===== config.mk =====
export PLATFORM = sky130hd
export DESIGN_NAME = membus_arbiter
export DESIGN_NICKNAME = d
export VERILOG_FILES = /design/src/rtl/membus_arbiter.sv
export SDC_FILE = /design/constraint.sdc
export NUM_CORES = 1
export LEC_CHECK = 0
export CAP_MARGIN = 20
export CORE_UTILIZATION = 37
export DETAILED_ROUTE_END_ITERATION = 10
export PLACE_DENSITY = 0.88
export SLEW_MARGIN = 0
export SYNTH_ARGS = -nofsm -noshare
export SYNTH_HDL_FRONTEND = slang
export SYNTH_SLANG_ARGS = --single-unit

===== constraint.sdc =====
create_clock -name clk -period 4.5 [get_ports clk]
set_input_delay 0.9 -clock clk [delete_from_list [all_inputs] [get_ports clk]]
set_output_delay 0.9 -clock clk [all_outputs]
set_load 0.02 [all_outputs]

===== src/rtl/membus_arbiter.sv =====
// membus_arbiter - shares one synchronous 16-bit memory port between the CPU and a debug/loader master
//
// Optional feature macro: MEMARB_STATS_EN (builds the stall_cnt hold-cycle counter;
// when undefined, stall_cnt is tied to zero).
//
// Ports:
//   clk, rst                        clock, synchronous active-high reset
//   cpu_addr/wdata/we/cs            CPU memory request
//   cpu_halted                      CPU halted (waives the minimum CPU run window)
//   cpu_hold                        freezes the CPU while debug owns the bus (registered)
//   cpu_rdata                       CPU read data (= mem_rdata)
//   dbg_req/addr/wdata/we           debug master request / transfer
//   dbg_gnt                         debug owns the bus (registered)
//   dbg_rdata, dbg_rvalid           debug read data, valid one cycle after an accepted read
//   mem_addr/wdata/we/cs, mem_rdata memory port, read data one cycle after address
//   stall_cnt                       count of CPU hold cycles (MEMARB_STATS_EN only)
module membus_arbiter #(
  parameter int AW        = 16,
  parameter int DW        = 16,
  parameter int MAX_BURST = 16,
  parameter int MIN_CPU   = 4
) (
  input  logic          clk,
  input  logic          rst,
  input  logic [AW-1:0] cpu_addr,
  input  logic [DW-1:0] cpu_wdata,
  input  logic          cpu_we,
  input  logic          cpu_cs,
  input  logic          cpu_halted,
  output logic          cpu_hold,
  output logic [DW-1:0] cpu_rdata,
  input  logic          dbg_req,
  input  logic [AW-1:0] dbg_addr,
  input  logic [DW-1:0] dbg_wdata,
  input  logic          dbg_we,
  output logic          dbg_gnt,
  output logic [DW-1:0] dbg_rdata,
  output logic          dbg_rvalid,
  output logic [AW-1:0] mem_addr,
  output logic [DW-1:0] mem_wdata,
  output logic          mem_we,
  output logic          mem_cs,
  input  logic [DW-1:0] mem_rdata,
  output logic [15:0]   stall_cnt
);

  localparam int BW = $clog2(MAX_BURST + 1);
  localparam int GW = $clog2(MIN_CPU + 1);

  typedef enum logic [1:0] {ST_CPU, ST_DBG, ST_REPLAY} state_t;

  state_t        state, state_nx;
  logic [BW-1:0] burst_cnt;
  logic [GW-1:0] gap_cnt;
  logic [AW-1:0] saved_addr;
  logic          grant;

  assign cpu_rdata = mem_rdata;
  assign dbg_rdata = mem_rdata;

  always_comb begin
    state_nx  = state;
    grant     = 1'b0;
    mem_addr  = cpu_addr;
    mem_wdata = cpu_wdata;
    mem_we    = cpu_we;
    mem_cs    = cpu_cs;
    case (state)
      ST_CPU: begin
        // The granting cycle is still a CPU memory cycle; the CPU freezes next cycle.
        if (dbg_req && (gap_cnt >= GW'(MIN_CPU) || cpu_halted)) begin
          grant    = 1'b1;
          state_nx = ST_DBG;
        end
      end
      ST_DBG: begin
        mem_addr  = dbg_addr;
        mem_wdata = dbg_wdata;
        mem_we    = dbg_we;
        mem_cs    = dbg_req;
        // The transfer accepted on the exit cycle still completes.
        if (!dbg_req || burst_cnt == BW'(MAX_BURST - 1)) begin
          state_nx = ST_REPLAY;
        end
      end
      ST_REPLAY: begin
        // Re-read the CPU's frozen address so datain is correct when hold drops.
        mem_addr = saved_addr;
        mem_we   = 1'b0;
        mem_cs   = 1'b1;
        state_nx = ST_CPU;
      end
      default: state_nx = ST_CPU;
    endcase
  end

  always_ff @(posedge clk) begin
    if (rst) begin
      state      <= ST_CPU;
      cpu_hold   <= 1'b0;
      dbg_gnt    <= 1'b0;
      dbg_rvalid <= 1'b0;
      burst_cnt  <= '0;
      gap_cnt    <= GW'(MIN_CPU);
      saved_addr <= '0;
    end else begin
      state      <= state_nx;
      cpu_hold   <= (state_nx != ST_CPU);
      dbg_gnt    <= (state_nx == ST_DBG);
      dbg_rvalid <= (state == ST_DBG) && dbg_req && !dbg_we;
      case (state)
        ST_CPU: begin
          if (gap_cnt != GW'(MIN_CPU)) gap_cnt <= gap_cnt + 1'b1;
          if (grant) saved_addr <= cpu_addr;
        end
        ST_DBG: begin
          if (dbg_req) burst_cnt <= burst_cnt + 1'b1;
        end
        ST_REPLAY: begin
          burst_cnt <= '0;
          gap_cnt   <= '0;
        end
        default: ;
      endcase
    end
  end

`ifdef MEMARB_STATS_EN
  logic [15:0] stall_q;

  always_ff @(posedge clk) begin
    if (rst) begin
      stall_q <= 16'd0;
    end else if (cpu_hold && stall_q != 16'hFFFF) begin
      stall_q <= stall_q + 16'd1;
    end
  end

  assign stall_cnt = stall_q;
`else
  assign stall_cnt = 16'd0;
`endif

endmodule


* Word-level counts from Yosys, hierarchy flattened *
Index checks and enable logic that the tools add are counted.

operators by class
  reductions and logical operators = 14
  mux-type cells = 13
  magnitude comparators = 1
  equal/unequal tests = 7
  add/subtract/negate cells = 2

operators by type and width
  kind                                                                    count
  16-bit case mux with 2 select lines                                     1
  16-bit 2-to-1 mux                                                       1
  5-bit case mux with 2 select lines                                      1
  3-bit case mux with 2 select lines                                      1
  2-bit AND reduction                                                     3
  2-bit nonzero test                                                      3
  5-bit by 1-bit adder with 5-bit output (second input constant)          1
  5-bit by 4-bit equality test with 1-bit output (second input constant)  1
  5-bit 2-to-1 mux                                                        1
  2-bit by 1-bit equality test with 1-bit output (second input constant)  2
  2-bit 2-to-1 mux                                                        2
  2-bit inequality test (second input constant)                           2
  1-bit case mux with 2 select lines                                      2
  2-bit case mux with 2 select lines                                      1
  3-bit by 1-bit adder with 3-bit output (second input constant)          1
  3-bit greater-or-equal comparator (second input constant)               1
  1-bit logical AND                                                       3
  3-bit 2-to-1 mux                                                        1
  3-bit inequality test (second input constant)                           1
  2-bit equality test (second input constant)                             1
  1-bit zero test                                                         2
  2-bit zero test                                                         1
  1-bit logical OR                                                        2
  1-bit 2-to-1 mux                                                        2

word-level totals
  bits of input ports = 87
  output and inout bits = 85
  bits in registers = 29
  word-level logic and storage cells = 44

* Logic depth before layout (Yosys ltp) *
Gate-level depths: netlist of the first run.

  depth after elaboration = 6
  mapped depth = 7
  gate-level depth less buffers = 6

* Worst setup path before layout of the first run *
No wires, ideal clock.

  kind = reg2out
  from = reg state[0]
  to = out mem_we
  required time = 3.600 ns
  slack = 2.060 ns
  data arrival time = 1.540 ns
  buffers on the path = 2
  stages on the path, launching flop included = 6
  cells stage by stage = dfxtp_1 -> inv_1 -> ha_1 -> buf_2 -> buf_1 -> o21ai_0

between the ends
  longest elaborated chain between the ends = 2
  elaborated cells on any way between the ends = 3
  those cells by class = eq/ne: 2; mux: 1

RTL lines
  element                                                                                RTL line  RTL
  start, declared                                                                        52        state_t state, state_nx;
  start signal, assigned                                                                 107       state <= state_nx;
  2-bit equality test or 2-bit by 1-bit equality test with 1-bit output (tied branches)  68        case (state)
  1-bit case mux with 2 select lines *                                                   68
  end, declared                                                                          41        output logic mem_we,

Every way passes the cells marked *; elsewhere a longest branch is shown, timed or not.

* Final worst setup path of the first run *
  from = reg state[0]
  to = out mem_cs

between the ends
  longest elaborated chain between the ends = 2
  elaborated cells on any way between the ends = 3
  those cells by class = eq/ne: 2; mux: 1

RTL lines
  element                                                                                RTL line  RTL
  2-bit equality test or 2-bit by 1-bit equality test with 1-bit output (tied branches)  68
  1-bit case mux with 2 select lines *                                                   68
  end, declared                                                                          42        output logic mem_cs,

Marked as above.

==> results.cfg, run 1 <==
[sta]
worstMarginPinSlew_ns = 0.906
hold_viol = 0
clock_skew_ns = 0.00536
setup_tns_ns = 0
post-route-period-util = 0.792
rsz0062_at_grt = no
period_minus_slack_ns = 3.56
setup_viol = 0
fmax_mhz = 281
final-max-slew-violation-count = 0
timing.hold.ws_ns = 0.464
slew_headroom = 0.396

[logic_synthesis]
synth-xor-area-share = 0
synth-edff-count = 0
synth_commonest_cells = 49 x buf_4, 39 x nand2_1, 29 x dfxtp_1
synth-simple-area-share = 0.165
synth-adder-area-share = 0.0393
synth_top_area_frac = 0.261
synth_compound_area_frac = 0.216
synthesis.area_sq_mm = 0.00223
synthMuxAreaShare = 0.0854
ys_top_cells_by_area = dfxtp_1 26%, buf_4 17%, mux2_2 8.1%, nand2_1 6.6%, a21oi_1 6.3%
synth-main-ff-cell = dfxtp_1
ys_types = 40
synth_top_cell_by_area = dfxtp_1
yosys_warnings = 0
yosysSeqAreaShare = 0.261
syn_avg_cell_area_sq_um = 8.07
yosysMostFrequentCell = buf_4
synth_cells = 276
synth_top_family_by_area = buffers and inverters
ys_ff_latch = 29
synthArstFlopShare = 0

[pwr]
leakage_nw = 1.12
peakVddDrop_uv = 169
clock_power_share = 0.232
power_frac_seq = 0.310
p_comb_frac = 0.457
p_total_w = 0.000913
p_per_area_mw_per_mm2 = 296
intPower_w = 0.000602
p_switching_w = 0.000311
switching_share = 0.341

[clocking]
clock_latency_ns = 0.27
cts_htree_levels = 2
cts_made_buffers = 5
post-cts-setup-buffers = 0
cts_tree = done
clock_sinks = 29
path_clk_slew_ns = 0.06
cts_buffer_depth = 2
root_buffer = clkbuf_8
cts_hold_buf = 0
post_cts_resized = 0

[critical_path]
worstPathCellList = inv_1 > ha_1 > inv_1 > a31oi_1 > clkdlybuf4s50_1
slowest_delay_ns = 0.75
crit_buf_inv = 3
crit_path_frequent_cell = inv_1
cp_slowest_cell = ha_1
critPathLaunchType = register
cp_data_arrival_time_ns = 2.66
cp_max_fo = 24
worst_setup_path_end_kind = primary output
cp_top_family = buffers and inverters
crit_type = register to primary output
required_ns = 3.60

[layout]
syn_to_final_growth_pct = 38.4
drive_gt1_frac = 0.114
fin_util = 0.546
nets = 436
antennaDiodeCount = 0
n_fill_cell = 531
design_area_sq_mm = 0.00308

[global_route]
grt-ovfl-total = 0
grt.total_usage = 0.191
grt_pass1_vias = 2020
grt_start_max_net_pins = 43
grt_pass1_wl_um = 9550
antenna_found_initial = 0

[floorplanning]
ios = 172
start_util = 0.395
die_w_um = 79.6
rows = 27
core_sq_mm = 0.00564
die-area_sq_mm = 0.00633
dieHeight_um = 79.6

[placed_design]
dpl_cell_area_sq_mm = 0.00297
place.gp.congestion = 0.719
place.port_buffers = 107
hpwl_um = 4120

[route]
drtPass1Iterations = 4
drc = 0
vias_per_cell = 4.80
postRouteAntennaNets = 0
dr.first_iter.drc_count = 119
vias = 1989
wl_um = 5650
routedWlPerCell_um = 13.7

[worst_hold_path]
holdCritPathClass = register to register

[flow_run]
cap_violations = 0

[status]
outcome = finished, final reports clean
## final timing paths
kind	slack [ns]	end	cells past startpoint	startpoint
setup / recovery	0.94	mem_cs	5	state[0]
hold / removal	0.46	saved_addr[12]	2	saved_addr[12]
setup reg to reg	2.47	gap_cnt[2]	4	state[0]
hold reg to reg	0.46	saved_addr[12]	2	saved_addr[12]
## sequential cells by signal, indices dropped and copies added, names as in the netlist
signal      count
state           2
burst_cnt       5
dbg_gnt         1
cpu_hold        1
dbg_rvalid      1
gap_cnt         3
saved_addr     16
## per-stage QoR
step	std cells	setup slack [ns]
floorplan	291	2.06
global placement	406	0.984
detailed placement	406	0.959
CTS	413	0.893
global route	414	0.729
finish	414	0.936
## cell families after synthesis
logic type / count (synthesis)
buf+inv: 73
compound gates: 69
flops: 29
simple gates: 80
fa+ha+maj: 7
other cells: 1
mux: 17
## routing by layer
layer  vias up  track usage  wire length, um
li1       1017            -                -
met1       905        0.221             2240
met4         0       0.0818               65
met3        11       0.0446              275
met5         -            0                0
met2        56        0.334             3070
## power groups by stage
stage / logic, W / clock network, W / registers, W
6_report: 0.000418 / 0.000212 / 0.000283
5_1_grt: 0.000451 / 0.000231 / 0.000286
3_3_place_gp: 0.000402 / 0 / 0.000288
2_1_floorplan: 0.000283 / 0 / 0.000290
3_5_place_dp: 0.000408 / 0 / 0.000288
4_1_cts: 0.000411 / 0.000218 / 0.000283
## worst min-delay path: stages (launching register included)
cell and delay [ns]:
dfxtp_1 0.31, nand2_1 0.05, a21oi_1 0.05
## cell usage in the layout, fill, tap and decap left out, types with 10 or more instances in the layout
| cell type | Yosys | final |
|---|---|---|
| clkdlybuf4s50_1 | 0 | 107 |
| nand2_1 | 39 | 39 |
| dfxtp_1 | 29 | 29 |
| a21oi_1 | 28 | 28 |
| nor2_1 | 19 | 19 |
| a22oi_1 | 16 | 16 |
| mux2_2 | 16 | 16 |
| conb_1 | 1 | 16 |
| a21oi_2 | 10 | 10 |
## layout make-up
type | instances | area, sq um | area share
Clock buffer | 7 | 86.3 | 0.0280
Timing Repair Buffer | 110 | 1110 | 0.361
Sequential cell | 29 | 581 | 0.188
Multi-Input combinational cell | 189 | 1180 | 0.384
Inverter | 7 | 26.3 | 0.00853
Tap cell | 72 | 90.1 | 0.0292
(Power assumes the default switching activity.)
==> inputs of run 2 (changes only) <==
--- a/config.mk
+++ b/config.mk
@@ -6,9 +6,9 @@
 export NUM_CORES = 1
 export LEC_CHECK = 0
 export CAP_MARGIN = 20
-export CORE_UTILIZATION = 37
+export CORE_UTILIZATION = 34
 export DETAILED_ROUTE_END_ITERATION = 10
-export PLACE_DENSITY = 0.88
+export PLACE_DENSITY = 0.82
 export SLEW_MARGIN = 0
 export SYNTH_ARGS = -nofsm -noshare
 export SYNTH_HDL_FRONTEND = slang
==> constraint.sdc (replaced) <==
create_clock -name clk -period 3.7 [get_ports clk]
set_input_delay 0.74 -clock clk [delete_from_list [all_inputs] [get_ports clk]]
set_output_delay 0.74 -clock clk [all_outputs]
set_load 0.02 [all_outputs]
==> run 2 against run 1 <==
Effect of this change: worst setup slack worse by 0.54 ns; clock power up 23%; wire length down 3.1%; utilization down 5.9 points; clock skew down 0.0019 ns; hold slack worse by 0.014 ns; first-iteration DRC count down 67%; sequential cell count unchanged; critical path type unchanged; total power up 21%; sequential power up 22%; register-to-register slack worse by 0.73 ns; combinational power up 20%.
==> results.cfg, run 2 (synthesis results as in run 1) <==
[layout]
fin_util = 0.487
drive_gt1_frac = 0.125
nets = 439
n_fill_cell = 607
largest_register_ffs = 16
design_area_sq_mm = 0.00309
syn_to_final_growth_pct = 38.9
final_common_cell = clkdlybuf4s50_1
largest_register = saved_addr
antennaDiodeCount = 0
largest_registers = saved_addr: 16 flops, burst_cnt: 5 flops, gap_cnt: 3 flops
most-common-layout-cells = 107 x clkdlybuf4s50_1, 39 x nand2_1, 29 x dfxtp_1

[route]
routedWlPerCell_um = 13.0
dr.first_iter.drc_count = 39
drtPass1Iterations = 4
postRouteAntennaNets = 0
wl_um = 5480
vias_per_cell = 4.94
drc = 0
vias = 2084

[floorplanning]
die-area_sq_mm = 0.00688
start_util = 0.351
dieHeight_um = 82.9
core_sq_mm = 0.00635
ios = 172
rows = 29
die_w_um = 82.9

[critical_path]
worstPathCellList = inv_1 > ha_1 > inv_1 > a31oi_1 > clkdlybuf4s50_1
worst_setup_path_end_kind = primary output
crit_type = register to primary output
cp_data_arrival_time_ns = 2.57
slowest_delay_ns = 0.68
critPathLaunchType = register
crit_path_frequent_cell = inv_1
cp_max_fo = 19
required_ns = 2.96
cp_slowest_cell = ha_1

[clocking]
cts_made_buffers = 5
clock_sinks = 29
clock_latency_ns = 0.28
path_clk_slew_ns = 0.06
post_cts_resized = 0
cts_buffer_depth = 2
cts_tree = done
cts_hold_buf = 0
cts_htree_levels = 2
post-cts-setup-buffers = 0
root_buffer = clkbuf_8

[global_route]
grt.total_usage = 0.157
grt_pass1_vias = 2007
grt-ovfl-total = 0
grt_pass1_wl_um = 8940
antenna_found_initial = 0
grt_start_max_net_pins = 33

[sta]
period_minus_slack_ns = 3.31
rsz0062_at_grt = no
hold_viol = 0
slew_headroom = 0.471
final-max-slew-violation-count = 0
post-route-period-util = 0.894
setup_tns_ns = 0
worstMarginPinSlew_ns = 0.794
clock_skew_ns = 0.00349
setup_viol = 0
fmax_mhz = 302

[pwr]
peakVddDrop_uv = 193
p_total_w = 0.00111
p_per_area_mw_per_mm2 = 358
leakage_nw = 1.13

[placed_design]
place.port_buffers = 107
place.gp.congestion = 0.802
hpwl_um = 4000
dpl_cell_area_sq_mm = 0.00301

[flow_run]
cap_violations = 0

[status]
outcome = finished, final reports clean

[worst_hold_path]
holdCritPathClass = register to register
-- run 2: changes by cell type in the layout (fill, tap and decap cells not counted), sizes merged --
cell and delta:
buf +3
-- run 2: worst paths after layout --
check / start / to / slack, ns / cells past startpoint
worst max-delay path: state[0] / mem_cs / 0.39 / 5
worst min register to register: burst_cnt[4] / burst_cnt[4] / 0.45 / 2
worst min-delay path: burst_cnt[4] / burst_cnt[4] / 0.45 / 2
worst max register to register: state[0] / gap_cnt[2] / 1.74 / 4
-- run 2: metrics by stage --
step | hold WS, ns | worst slack [ns] | std cells
after global routing | 0.479 | 0.290 | 422
after floorplan | 0.432 | 1.42 | 291
after CTS | 0.454 | 0.441 | 422
final | 0.450 | 0.393 | 422
after global placement | 0.440 | 0.794 | 415
after detailed placement | 0.447 | 0.709 | 415
-- run 2: metal layers --
layer	up-vias	GRT usage	share of wire	wire length (um)
met5	-	0	0	0
met4	0	0.0893	0.031	172
met3	16	0.0398	0.086	469
met2	97	0.273	0.46	2530
met1	951	0.173	0.42	2310
li1	1020	-	-	-
-- run 2: report_power, final --
part	switching (W)	leakage, nW	internal (W)	total (W)
logic	0.000253	0.850	0.000249	0.000501
clock network	0.000113	0.0443	0.000147	0.000260
registers	0.0000126	0.237	0.000333	0.000345
total	0.000378	1.13	0.000728	0.00111
-- run 2: critical path: cells and delay by family (launching register included) --
kind / cells / cell delay [ns]
compound gates: 1 / 0.21
fa+ha+maj: 1 / 0.68
buf+inv: 3 / 1.06
flops: 1 / 0.34
-- run 2: area by class of cell --
type                       instances  area [sq um]  area share
clock buffer                       7          86.3      0.0279
inverter                           7          26.3     0.00850
multi-input combinational        189          1190       0.384
sequential                        29           581       0.188
tap                               77          96.3      0.0311
timing repair buffer             113          1120       0.361
==> inputs of run 3 (changes only) <==
--- a/config.mk
+++ b/config.mk
@@ -6,9 +6,9 @@
 export NUM_CORES = 1
 export LEC_CHECK = 0
 export CAP_MARGIN = 20
-export CORE_UTILIZATION = 34
+export CORE_UTILIZATION = 31
 export DETAILED_ROUTE_END_ITERATION = 10
-export PLACE_DENSITY = 0.82
+export PLACE_DENSITY = 0.83
 export SLEW_MARGIN = 0
 export SYNTH_ARGS = -nofsm -noshare
 export SYNTH_HDL_FRONTEND = slang
==> constraint.sdc (replaced) <==
create_clock -name clk -period 2.7 [get_ports clk]
set_input_delay 0.405 -clock clk [delete_from_list [all_inputs] [get_ports clk]]
set_output_delay 0.405 -clock clk [all_outputs]
set_load 0.02 [all_outputs]
==> run 3 against run 2 <==
Effect of this change: first-iteration DRC count grew to 3.9 times the previous value; count of clock-buffer cells in the layout is the same; utilization is 2.5 points lower; critical endpoint is now mem_addr[9]; wire length up 6.6%; via count decreased by 1.2%; largest power group unchanged; register-to-register slack got worse by 0.87 ns; worst setup slack lost 0.27 ns.
==> results.cfg, run 3 (synthesis results as in run 1) <==
[layout]
final_common_cell = clkdlybuf4s50_1
n_fill_cell = 660
syn_to_final_growth_pct = 42.4
antennaDiodeCount = 0
largest_registers = saved_addr: 16 flops, burst_cnt: 5 flops, gap_cnt: 3 flops
nets = 439
most-common-layout-cells = 103 x clkdlybuf4s50_1, 39 x nand2_1, 29 x dfxtp_1
largest_register_ffs = 16
drive_gt1_frac = 0.136
layout.cells.non_filler = 442
largest_register = saved_addr
fin_util = 0.462

[floorplanning]
rows = 30
dieHeight_um = 86.8
start_util = 0.324
ios = 172
die-area_sq_mm = 0.00753
die_w_um = 86.8
core_sq_mm = 0.00687

[clocking]
cts_made_buffers = 5
cts_tree = done
clock_latency_ns = 0.28
cts_htree_levels = 2
root_buffer = clkbuf_8
clock_sinks = 29
post-cts-setup-buffers = 0
path_clk_slew_ns = 0.06
cts_buffer_depth = 2

[pwr]
p_total_w = 0.00156
leakage_nw = 1.18
p_per_area_mw_per_mm2 = 493
peakVddDrop_uv = 296

[critical_path]
cp_max_fo = 32
cp_slowest_cell = clkdlybuf4s50_1
slowest_delay_ns = 0.63
cp_data_arrival_time_ns = 2.17
crit_type = register to primary output
required_ns = 2.30
worst_setup_path_end_kind = primary output
critPathLaunchType = register
worstPathCellList = inv_1 > ha_2 > buf_12 > nor2_1 > a21oi_1 > clkdlybuf4s50_1

[sta]
setup_viol = 0
final-max-slew-violation-count = 0
period_minus_slack_ns = 2.57
clock_skew_ns = 0.00449
hold_viol = 0
slew_headroom = 0.529
post-route-period-util = 0.953
worstMarginPinSlew_ns = 0.704
fmax_mhz = 389
setup_tns_ns = 0
rsz0062_at_grt = no

[route]
dr.first_iter.drc_count = 152
postRouteAntennaNets = 0
routedWlPerCell_um = 13.2
drc = 0
drtPass1Iterations = 4
vias_per_cell = 4.66
wl_um = 5840
vias = 2060

[global_route]
antenna_found_initial = 0
grt_start_max_net_pins = 43
grt-ovfl-total = 0
grt_pass1_vias = 2018
grt.total_usage = 0.156
grt_pass1_wl_um = 9130

[flow_run]
cap_violations = 0

[placed_design]
place.port_buffers = 107
place.gp.congestion = 0.786
post-place-cells = 434
hpwl_um = 4500

[status]
outcome = finished, final reports clean

[worst_hold_path]
holdCritPathClass = register to register
==> run 3: changes by cell type in the layout (fill, tap and decap cells not counted) <==
| cell | previous run | this run |
|---|---|---|
| ha_2 | 1 | 3 |
| buf_4 | 6 | 4 |
| clkbuf_1 | 1 | 0 |
| clkdlybuf4s50_1 | 107 | 103 |
| clkbuf_8 | 6 | 7 |
| dlymetal6s2s_1 | 0 | 4 |
| buf_12 | 0 | 2 |
| clkinv_2 | 0 | 1 |
| ha_1 | 6 | 4 |
==> run 3: worst paths after layout <==
kind,startpoint,end,slack [ns],cells after the start
worst max-delay path,state[1],mem_addr[9],0.13,6
worst max register to register,burst_cnt[0],cpu_hold,0.87,6
worst min-delay path,saved_addr[11],saved_addr[11],0.46,2
worst min register to register,saved_addr[11],saved_addr[11],0.46,2
==> run 3: area by class of cell <==
class / count / area, sq um / area share
Inverter: 7 / 26.3 / 0.00828
Clock buffer: 7 / 96.3 / 0.0304
Clock inverter: 1 / 5.00 / 0.00158
Timing Repair Buffer: 113 / 1150 / 0.363
Tap cell: 96 / 120 / 0.0379
Sequential cell: 29 / 581 / 0.183
Multi-Input combinational cell: 189 / 1190 / 0.376
==> run 3: routing by layer <==
layer  routed length (um)  share of wire  vias up  global-route usage
li1                     -              -     1023                   -
met1                 2410           0.41      940               0.172
met2                 2930           0.50       88               0.284
met3                  427          0.073        9              0.0429
met4                   72          0.012        0              0.0591
met5                    0              0        -                   0
==> run 3: power by group <==
part / switching [W] / internal (W) / leakage [nW]
registers: 0.0000170 / 0.000456 / 0.237
logic: 0.000351 / 0.000351 / 0.891
clock network: 0.000158 / 0.000230 / 0.0542
total: 0.000526 / 0.00104 / 1.18
==> run 3: repair_timing <==
action,CTS,global route
hold buffers,0,0
gates resized for setup,1,5
endpoints found under the hold margin,0,0
setup endpoints to repair,16,11
==> run 3: worst max-delay path, delay by kind of cell (launching register included) <==
kind	cells	cell delay, ns
buffers and inverters	3	0.92
DFF	1	0.39
and+or+nand+nor	1	0.06
AOI/OAI and AO/OA	1	0.11
adders and majority gates	1	0.41
==> run 3: per-stage QoR <==
| step | hold WS, ns | setup slack [ns] | cell area, sq um |
|---|---|---|---|
| 3_3_place_gp | 0.443 | 0.298 | 3060 |
| 3_5_place_dp | 0.451 | 0.227 | 3060 |
| 2_1_floorplan | 0.432 | 0.755 | 2280 |
| 4_1_cts | 0.460 | 0.0631 | 3160 |
| 6_report | 0.459 | 0.127 | 3170 |
| 5_1_grt | 0.487 | 0.000144 | 3170 |
==> RTL change (flow settings as in run 2) <==
Change the parameter `DW` from 16 to 32.
--- a/src/rtl/membus_arbiter.sv
+++ b/src/rtl/membus_arbiter.sv
@@ -16,7 +16,7 @@
 //   stall_cnt                       count of CPU hold cycles (MEMARB_STATS_EN only)
 module membus_arbiter #(
   parameter int AW        = 16,
-  parameter int DW        = 16,
+  parameter int DW        = 32,
   parameter int MAX_BURST = 16,
   parameter int MIN_CPU   = 4
 ) (
Ports: changed (6 resized); port bits go from 172 to 268. The function was not compared with the original's and may differ.
==> RTL change against run 2 <==
Hold slack better by 0.010 ns. Critical path depth is the same. Via count is 17% higher. Routed wire length is 39% higher. Highest routed layer unchanged. Sequential cell count unchanged. First-iteration DRC count is 69% higher. Final area increased by 21%. Fmax down 1.4%. Area after synthesis is 16% higher. Clock skew rose by 0.0024 ns. Synthesized cell count is 18% higher. Total power increased by 12%. Sequential share of layout area decreased by 3.3 points. Worst setup slack worse by 0.048 ns.
==> RTL change: results (changes against run 2) <==
| Metric | Value |
|---|---|
| Leading registers by flop count | `saved_addr (16), burst_cnt (5), gap_cnt (3) (unchanged)` |
| CTS Buf Count | `5 (unchanged)` |
| Syn. warnings | `0 (unchanged)` |
| Clock-pin slew on the worst setup and hold paths | `~0.07 ns` |
| Leakage power | `0.00138 uW (was 0.00113 uW)` |
| Outcome | `finished clean (unchanged)` |
| Post-CTS resize count | `0 (unchanged)` |
| Total routing usage reported by global routing | `0.183 (was 0.157)` |
| Worst-Margin Slew | `0.858 ns (was 0.794 ns)` |
| Worst vdd ir | `190 uV (was 193 uV)` |
| Sequential share of the synthesized area | `0.226 (was 0.261)` |
| CTS Root Cell | `clkbuf_8 (unchanged)` |
| First-pass GRT wire length | `11.0 mm (was 8.94 mm)` |
| Synth Flop Type | `dfxtp_1 (unchanged)` |
| DR pass1 iterations | `4 (unchanged)` |
| Max Root-Sink Buffers | `2 (unchanged)` |
| ANT cells | `0 (unchanged)` |
| Worst Path Arrival | `2.62 ns (was 2.57 ns)` |
| Share of cells above drive strength 1 | `0.118 (was 0.125)` |
| Placer Congestion | `0.738 (was 0.802)` |
| Clk_skew | `0.00588 ns (was 0.00349 ns)` |
| Distinct cells, synth | `37 (was 40)` |
| Dpl hpwl | `5.84 mm (was 4.00 mm)` |
| Synth cell count leaders | `buf_4 (84), nand2_1 (39), a21oi_1 (38) (was buf_4 (49), nand2_1 (39), dfxtp_1 (29))` |
| Ys async rst share | `0 (unchanged)` |
| Detailed Route Iter0 Violations | `66 (was 39)` |
| Drt via density | `4.81 (was 4.94)` |
| Vias in the first global route | `2283 (was 2007)` |
| Initial antenna violation count | `0 (unchanged)` |
| Worst Path Max Fanout | `24 (was 19)` |
| Area after DPL | `0.00364 sq mm (was 0.00301 sq mm)` |
| FILL cells | `699 (was 607)` |
| IO buf count | `155 (was 107)` |
| Drt wl/cell | `15.0 microns (was 13.0 microns)` |
| Worst skew pair latency | `around 0.29 ns` |
| Maximum number of pins on one net before global-route repair | `39 (was 33)` |
| Hold WC Path Type | `flip-flop to flip-flop (unchanged)` |
| H-tree levels | `2 (unchanged)` |
| Setup Fix Bufs, Post-CTS | `0 (unchanged)` |
| Final #Nets | `549 (was 439)` |
| Setup WS pre-CTS | `0.696 ns (was 0.709 ns)` |
| Leading post-synthesis cells by cell area | `buf_4 (25%), dfxtp_1 (23%), mux2_2 (14%), a21oi_1 (7.4%), nand2_1 (5.7%) (was dfxtp_1 (26%), buf_4 (17%), mux2_2 (8.1%), nand2_1 (6.6%), a21oi_1 (6.3%))` |
-- RTL change: cell types whose count changed in the layout (fill, tap and decap cells not counted), sizes merged --
cell	before	now
clkdlybuf4s50	107	155
mux2	16	32
buf	6	3
clkinv	0	2
clkbuf	7	6
clkinvlp	0	1
-- RTL change: area by class of cell --
class / count / share of cell area
inverters: 7 / 0.00700
flip-flops and latches: 29 / 0.155
clock inverters: 3 / 0.00467
repair buffers: 159 / 0.430
clock buffers: 5 / 0.0183
well taps: 99 / 0.0330
multi-input cells: 205 / 0.353
-- RTL change: cell families after synthesis --
group | share of synthesized area
mux | 0.144
simple gates | 0.142
flops | 0.226
fa+ha+maj | 0.0340
buf+inv | 0.283
compound gates | 0.169
other cells | 0.00146
-- RTL change: worst paths after layout --
kind,startpoint,to,slack (ns),depth (start not counted)
setup / recovery,state[0],mem_cs,0.34,5
hold / removal,saved_addr[8],saved_addr[8],0.46,2
setup reg to reg,state[0],gap_cnt[2],1.72,4
hold reg to reg,saved_addr[8],saved_addr[8],0.46,2
-- RTL change: metal layers --
metal  GRT usage  part of all wire
met5           0                 0
met4      0.0505             0.011
met1       0.194              0.37
met2       0.344              0.51
met3      0.0609              0.11
-- RTL change: through the flow --
stage                     hold WS [ns]  total power [uW]  utilization  std cells
after CTS                        0.460              1240        0.511        506
after global placement           0.441               976        0.499        498
after global routing             0.486              1300        0.514        507
after floorplan                  0.432               791            -        340
after detailed placement         0.451               983        0.499        498
final                            0.460              1240        0.514        507
-- RTL change: worst max-delay path: stages, from the launching register on --
cell	delay (ns)
dfxtp_1	0.35
inv_1	0.09
ha_1	0.72
inv_1	0.31
a31oi_1	0.20
clkdlybuf4s50_1	0.65
-- RTL change: power by group --
part	internal (uW)	switching (uW)
Combinational	331	304
Sequential	332	12.6
Clock	129	130
